**config.mk**
```make
export PLATFORM = sky130hd
export DESIGN_NAME = iterative_shifter
export DESIGN_NICKNAME = d
export VERILOG_FILES = /design/src/rtl/iterative_shifter.sv
export SDC_FILE = /design/constraint.sdc
export NUM_CORES = 1
export LEC_CHECK = 0
export BUFFER_PORTS_ARGS = -buffer_cell sky130_fd_sc_hd__buf_2
export CORE_MARGIN = 1.5
export CORE_UTILIZATION = 49
export CTS_BUF_LIST = sky130_fd_sc_hd__clkbuf_2 sky130_fd_sc_hd__clkbuf_4 sky130_fd_sc_hd__clkbuf_8
export DETAILED_ROUTE_END_ITERATION = 10
export PLACE_DENSITY_LB_ADDON = 0.25
export SLEW_MARGIN = 20
export SYNTH_ARGS = -nofsm -noshare
export SYNTH_HDL_FRONTEND = slang
export SYNTH_SLANG_ARGS = --single-unit
```
**constraint.sdc**
```tcl
create_clock -name clk -period 1.7 [get_ports clk]
set_input_delay 0.34 -clock clk [delete_from_list [all_inputs] [get_ports clk]]
set_output_delay 0.34 -clock clk [all_outputs]
set_load 0.05 [all_outputs]
```
**src/rtl/iterative_shifter.sv**
```systemverilog
// rtl/iterative_shifter.sv - one-bit-per-cycle LSL/LSR/ASR/ROR operand-2 shifter
// Start/busy/done handshake; result and carry_out are registered and held until the next start.
module iterative_shifter #(
  parameter int WIDTH = 32,
  parameter int CNT_W = 6
) (
  input  logic             clk,
  input  logic             rst_n,
  input  logic             start,
  input  logic [11:0]      src2,
  input  logic [WIDTH-1:0] rd2,
  input  logic [WIDTH-1:0] rs,
  input  logic             carry_in,
  output logic             busy,
  output logic             done,
  output logic [WIDTH-1:0] result,
  output logic             carry_out
);

  typedef enum logic [1:0] {S_IDLE, S_SHIFT, S_DONE} state_t;

  localparam logic [1:0] T_LSL = 2'b00;
  localparam logic [1:0] T_LSR = 2'b01;
  localparam logic [1:0] T_ASR = 2'b10;
  localparam logic [1:0] T_ROR = 2'b11;

  state_t             state_q, state_d;
  logic [WIDTH-1:0]   val_q, val_d;
  logic [1:0]         typ_q, typ_d;
  logic [CNT_W-1:0]   cnt_q, cnt_d;
  logic               c_q, c_d;
  logic               over_q, over_d;
  logic [WIDTH-1:0]   result_q, result_d;
  logic               carry_out_q, carry_out_d;

  logic [7:0]         amt;
  logic               is_ror, rot32, over_in, accept, load_out, kill;
  logic [CNT_W-1:0]   n_load;
  logic [WIDTH-1:0]   step_val;
  logic               step_c;
  logic               unused_rs;

  assign unused_rs = ^rs[WIDTH-1:8];

  always_comb begin
    amt     = src2[4] ? rs[7:0] : {3'b000, src2[11:7]};
    is_ror  = (src2[6:5] == T_ROR);
    rot32   = is_ror && (amt != 8'd0) && (amt[4:0] == 5'd0);
    over_in = !is_ror && (amt > 8'd32);
    if (is_ror)
      n_load = CNT_W'(amt[4:0]);
    else if (amt > 8'd32)
      n_load = CNT_W'(WIDTH);
    else
      n_load = CNT_W'(amt);
  end

  assign accept = start && (state_q != S_SHIFT);

  always_comb begin
    step_val = val_q;
    step_c   = c_q;
    case (typ_q)
      T_LSL: begin step_val = {val_q[WIDTH-2:0], 1'b0};         step_c = val_q[WIDTH-1]; end
      T_LSR: begin step_val = {1'b0, val_q[WIDTH-1:1]};         step_c = val_q[0];       end
      T_ASR: begin step_val = {val_q[WIDTH-1], val_q[WIDTH-1:1]}; step_c = val_q[0];     end
      T_ROR: begin step_val = {val_q[0], val_q[WIDTH-1:1]};     step_c = val_q[0];       end
      default: ;
    endcase
  end

  always_comb begin
    state_d     = state_q;
    val_d       = val_q;
    typ_d       = typ_q;
    cnt_d       = cnt_q;
    c_d         = c_q;
    over_d      = over_q;
    result_d    = result_q;
    carry_out_d = carry_out_q;
    load_out    = 1'b0;

    case (state_q)
      S_IDLE, S_DONE: begin
        if (state_q == S_DONE) state_d = S_IDLE;
        if (accept) begin
          val_d  = rd2;
          typ_d  = src2[6:5];
          cnt_d  = n_load;
          over_d = over_in;
          // A rotate by a nonzero multiple of 32 leaves the value intact but still reports bit 31.
          c_d    = rot32 ? rd2[WIDTH-1] : carry_in;
          if (n_load == '0) begin
            state_d  = S_DONE;
            load_out = 1'b1;
          end else begin
            state_d = S_SHIFT;
          end
        end
      end
      S_SHIFT: begin
        val_d = step_val;
        c_d   = step_c;
        cnt_d = cnt_q - CNT_W'(1);
        if (cnt_q == CNT_W'(1)) begin
          state_d  = S_DONE;
          load_out = 1'b1;
        end
      end
      default: state_d = S_IDLE;
    endcase

    // Logical shifts beyond 32 push every bit (and the carry) out.
    kill = over_d && (typ_d != T_ASR);
    if (load_out) begin
      result_d    = kill ? '0 : val_d;
      carry_out_d = kill ? 1'b0 : c_d;
    end
  end

  always_ff @(posedge clk or negedge rst_n) begin
    if (!rst_n) begin
      state_q     <= S_IDLE;
      val_q       <= '0;
      typ_q       <= T_LSL;
      cnt_q       <= '0;
      c_q         <= 1'b0;
      over_q      <= 1'b0;
      result_q    <= '0;
      carry_out_q <= 1'b0;
    end else begin
      state_q     <= state_d;
      val_q       <= val_d;
      typ_q       <= typ_d;
      cnt_q       <= cnt_d;
      c_q         <= c_d;
      over_q      <= over_d;
      result_q    <= result_d;
      carry_out_q <= carry_out_d;
    end
  end

  assign busy      = (state_q == S_SHIFT);
  assign done      = (state_q == S_DONE);
  assign result    = result_q;
  assign carry_out = carry_out_q;

endmodule
```
==> report_table.html <==
<table>
<tr><th>Metric</th><th>Value</th></tr>
<tr><th colspan="2">Global route</th></tr>
<tr><td>Grt ovf</td><td>0</td></tr>
<tr><td>Antenna violations before repair</td><td>0</td></tr>
<tr><td>Largest net degree at the start of global routing</td><td>36</td></tr>
<tr><td>Via count of the first global-routing pass</td><td>approximately 3400</td></tr>
<tr><td>First-pass GRT wire length</td><td>approximately 16000 um</td></tr>
<tr><td>Overall global routing resource usage</td><td>a little under a quarter</td></tr>
<tr><th colspan="2">Timing</th></tr>
<tr><td>Clock skew after layout</td><td>around 0.013 ns</td></tr>
<tr><td>Hold Violations, Final</td><td>0</td></tr>
<tr><td>Remaining max-slew budget at the tightest pin</td><td>around two thirds</td></tr>
<tr><td>Peak clock frequency supported by timing</td><td>around 550 MHz</td></tr>
<tr><td>Number of slew-limit violations in the final report</td><td>0</td></tr>
<tr><td>Actual transition at the worst max-transition pin</td><td>~0.48 ns</td></tr>
<tr><td>Final Worst Setup Slack</td><td>-0.112 ns</td></tr>
<tr><td>Setup total negative slack</td><td>-3.03 ns</td></tr>
<tr><td>Setup repair after global routing missed its margin</td><td>true</td></tr>
<tr><td>Final period demand of the worst path</td><td>about 1.8 ns</td></tr>
<tr><td>Share of the clock period used by the worst path</td><td>107%</td></tr>
<tr><td>Finish-stage setup viols</td><td>32</td></tr>
<tr><th colspan="2">Logic synthesis</th></tr>
<tr><td>Post-synth top flop</td><td>sky130_fd_sc_hd__dfrtp_1</td></tr>
<tr><td>Average size of a mapped cell</td><td>approximately 10 sq um</td></tr>
<tr><td>Synth area leader</td><td>sky130_fd_sc_hd__dfrtp_1</td></tr>
<tr><td>Fraction of the mapped netlist area in simple logic gates</td><td>11.9%</td></tr>
<tr><td>Post-Synth Adder-Cell Area</td><td>0.590%</td></tr>
<tr><td>Netlist area before placement</td><td>4240 sq um</td></tr>
<tr><td>FF+latch count, synth</td><td>77</td></tr>
<tr><td>Number of distinct library cells after synthesis</td><td>42</td></tr>
<tr><td>Cell types with the highest counts after synthesis</td><td>77 x sky130_fd_sc_hd__dfrtp_1, 66 x sky130_fd_sc_hd__mux2i_1, 43 x sky130_fd_sc_hd__nand2_1</td></tr>
<tr><td>Largest family of logic cells by synthesized area</td><td>compound AO/OA/AOI/OAI gates</td></tr>
<tr><td>Number of warnings reported in the yosys synthesis log</td><td>0</td></tr>
<tr><td>Count of flip-flops with a built-in enable after synthesis</td><td>0</td></tr>
<tr><td>Async set or reset register ratio after synthesis</td><td>100%</td></tr>
<tr><td>Mux share of post-synthesis cell area</td><td>16.7%</td></tr>
<tr><td>Complex-gate fraction of the synthesized area</td><td>between 20% and 30%</td></tr>
<tr><td>Share of the synthesized netlist area taken by xor and xnor gates</td><td>0%</td></tr>
<tr><td>Net count after synthesis</td><td>about 490</td></tr>
<tr><td>Gate count after technology mapping</td><td>approximately 400</td></tr>
<tr><td>Count leader, synth</td><td>sky130_fd_sc_hd__dfrtp_1</td></tr>
<tr><td>Seq/Total Area, Yosys</td><td>~45%</td></tr>
<tr><td>Top cell type's share of synthesized area</td><td>45.5%</td></tr>
<tr><td>Top area cells in the synthesized netlist</td><td>sky130_fd_sc_hd__dfrtp_1 45%, sky130_fd_sc_hd__mux2i_1 16%, sky130_fd_sc_hd__a21o_1 5.5%</td></tr>
<tr><th colspan="2">Die</th></tr>
<tr><td>Core area</td><td>about 8300 sq um</td></tr>
<tr><td>Number of placement rows</td><td>33</td></tr>
<tr><td>Starting utilization of the core area</td><td>around half</td></tr>
<tr><td>Die H</td><td>between 90 and 100 um</td></tr>
<tr><td>Die area</td><td>between 9000 and 10000 sq um</td></tr>
<tr><td>Number of top-level pins</td><td>approximately 120</td></tr>
<tr><td>Die X</td><td>96.0 um</td></tr>
<tr><th colspan="2">Placed design</th></tr>
<tr><td>Number of buffers added on ports</td><td>86</td></tr>
<tr><td>Placer Congestion</td><td>0.774</td></tr>
<tr><td>Dpl hpwl</td><td>6980 um</td></tr>
<tr><td>Number of cells in the design after placement</td><td>~610</td></tr>
<tr><th colspan="2">Clock tree</th></tr>
<tr><td>Number of buffers added by the clock tree synthesis step</td><td>9</td></tr>
<tr><td>TritonCTS sink count</td><td>77</td></tr>
<tr><td>TritonCTS clock tree</td><td>done</td></tr>
<tr><td>Maximum buffer depth of the clock tree</td><td>2</td></tr>
<tr><td>Clock slew at reported path FFs</td><td>around 0.080 ns</td></tr>
<tr><td>Root Buffer Master</td><td>sky130_fd_sc_hd__clkbuf_8</td></tr>
<tr><td>Clk Latency, worst-skew pair</td><td>between 0.3 and 0.4 ns</td></tr>
<tr><td>H-tree depth</td><td>3</td></tr>
<tr><th colspan="2">Detailed routing</th></tr>
<tr><td>Final WL</td><td>between 10000 and 15000 um</td></tr>
<tr><td>Vias/cell</td><td>approximately 5.6</td></tr>
<tr><td>DRT iter0 DRCs</td><td>about 150</td></tr>
<tr><td>Routed wire length per instance</td><td>around 16 um</td></tr>
<tr><td>Count of nets left with antenna violations after detail routing</td><td>0</td></tr>
<tr><td>Number of design rule violations left after detail routing</td><td>0</td></tr>
<tr><td>Number of vias in the routed layout</td><td>~3600</td></tr>
<tr><td>Drt first pass iters</td><td>4</td></tr>
<tr><th colspan="2">Status</th></tr>
<tr><td>Failing checks</td><td>negative setup slack</td></tr>
<tr><td>Result of the run</td><td>complete, but fails checks</td></tr>
<tr><th colspan="2">Worst setup path</th></tr>
<tr><td>Crit path required time</td><td>between 1.5 and 2 ns</td></tr>
<tr><td>Startpoint Class</td><td>flop</td></tr>
<tr><td>Cells along the critical path</td><td>inv_2 -&gt; ha_4 -&gt; nand4bb_4 -&gt; nor3_4 -&gt; buf_6 -&gt; a2bb2oi_4 -&gt; buf_12 -&gt; buf_12 -&gt; a22o_1</td></tr>
<tr><td>Nature of the critical path endpoint</td><td>flop</td></tr>
<tr><td>Arrival time of the worst setup path</td><td>roughly 2.1 ns</td></tr>
<tr><td>Cell type of the slowest stage on the worst timing path</td><td>sky130_fd_sc_hd__dfrtp_1</td></tr>
<tr><td>Crit Path Category</td><td>flop to flop</td></tr>
<tr><td>Worst-path maximum fanout</td><td>8</td></tr>
<tr><td>Largest stage delay on the critical path</td><td>approximately 0.4 ns</td></tr>
<tr><td>Cell repeated most along the worst path</td><td>sky130_fd_sc_hd__buf_12</td></tr>
<tr><th colspan="2">Cells and area</th></tr>
<tr><td>Number of standard cells in the layout, taps in and fillers out</td><td>638</td></tr>
<tr><td>Final antenna diode count</td><td>0</td></tr>
<tr><td>Relative area change from synthesis to final layout</td><td>29.3%</td></tr>
<tr><td>Layout Utilization</td><td>~66%</td></tr>
<tr><td>Reg area</td><td>1930 sq um</td></tr>
<tr><td>Total Nets Final</td><td>between 600 and 700</td></tr>
<tr><td>Number of fill cells</td><td>663</td></tr>
<tr><td>Multi-input logic area</td><td>~2200 sq um</td></tr>
<tr><td>Share of final-layout standard cells stronger than drive strength 1</td><td>a little over a third</td></tr>
<tr><th colspan="2">Worst hold path</th></tr>
<tr><td>Hold crit path type</td><td>input port to flop</td></tr>
<tr><th colspan="2">Pwr</th></tr>
<tr><td>Leak Pwr</td><td>0.00288 uW</td></tr>
<tr><td>VDD IR max</td><td>approximately 860 uV</td></tr>
<tr><td>Cell Pwr Density</td><td>1740 nW/um^2</td></tr>
<tr><th colspan="2">Flow run</th></tr>
<tr><td>Count of max-cap constraint violations</td><td>0</td></tr>
</table>
## timing repair
item                       in CTS  in global routing
setup endpoints to repair      35                 35
resized for setup              14                 23
pin swaps                       1                  6
cloned                          1                  1
hold endpoints to repair       33                  0
hold buffers                    1                  0
setup buffers                   1                  6
## critical path: cells and delay by family, from the launching register on
kind | cells | cell delay (ns)
AOI/OAI and AO/OA | 2 | 0.29
DFF | 1 | 0.40
and+or+nand+nor | 2 | 0.40
buffers and inverters | 4 | 0.50
adders and majority gates | 1 | 0.14
## final cells by class
| cell class | instances | area share (%) |
|---|---|---|
| multi-input cells | 300 | 40.7 |
| well taps | 105 | 2.40 |
| inverters | 5 | 0.343 |
| flip-flops and latches | 77 | 35.2 |
| clock buffers | 10 | 2.40 |
| clock inverters | 6 | 1.60 |
| repair buffers | 135 | 17.3 |
## per-stage QoR
stage	hold slack [ns]	power [uW]	worst slack (ns)	instance area, sq um
after floorplan	0.0444	6410	-0.0481	4240
after global placement	0.326	7520	-0.257	4970
after detailed placement	0.331	7620	-0.299	4970
after CTS	0.266	9240	-0.0972	5270
after global routing	0.277	10100	-0.185	5480
final	0.278	9540	-0.112	5480
## registers in the layout, indices dropped and copies added (netlist names)
name and count:
result 32, c_q 1, carry_out 1, typ_q 2, cnt_q 6, val_q 32, over_q 1, state_q 2
## worst paths after layout
path                       startpoint    endpoint  slack (ns)  cells past startpoint
hold reg to reg             result[5]   result[5]        0.50                      1
min in group asynchronous       rst_n    cnt_q[0]        0.50                      2
hold / removal                src2[5]    typ_q[0]        0.28                      3
setup reg to reg             cnt_q[1]  result[18]       -0.11                      9
max in group asynchronous       rst_n   val_q[10]        0.65                      3
setup / recovery             cnt_q[1]  result[18]       -0.11                      9
## cells in the final DEF, fill, tap and decap left out, types with 7 or more instances in the layout
cell / instances
sky130_fd_sc_hd__a21o_1: 31
sky130_fd_sc_hd__a22o_1: 20
sky130_fd_sc_hd__a22o_4: 8
sky130_fd_sc_hd__buf_2: 83
sky130_fd_sc_hd__buf_4: 34
sky130_fd_sc_hd__buf_6: 7
sky130_fd_sc_hd__clkbuf_8: 9
sky130_fd_sc_hd__dfrtp_1: 74
sky130_fd_sc_hd__mux2i_1: 66
sky130_fd_sc_hd__nand2_1: 43
sky130_fd_sc_hd__nor2_1: 37
sky130_fd_sc_hd__o21ai_0: 40
## routing by layer
| layer | global-route usage, % | part of all wire (%) |
|---|---|---|
| met2 | 37.0 | 47 |
| met5 | 0 | 0 |
| met1 | 31.5 | 47 |
| met3 | 3.48 | 5.1 |
| met4 | 6.50 | 1.4 |
## report_power, final
| part | internal (uW) | switching, uW | total, uW |
|---|---|---|---|
| logic | 2090 | 2750 | 4840 |
| registers | 2540 | 628 | 3170 |
| clock network | 841 | 682 | 1520 |
| total | 5480 | 4060 | 9540 |
## logic make-up (layout without fill, tap and decap cells)
| logic type | count (synthesis) | in the layout |
|---|---|---|
| flip-flops | 77 | 77 |
| AO/OA/AOI/OAI | 120 | 120 |
| buffers and inverters | 35 | 156 |
| multiplexers | 70 | 70 |
| AND/OR/NAND/NOR | 108 | 108 |
| adder cells (fa/ha/maj) | 2 | 2 |
(Power assumes the default switching activity.)
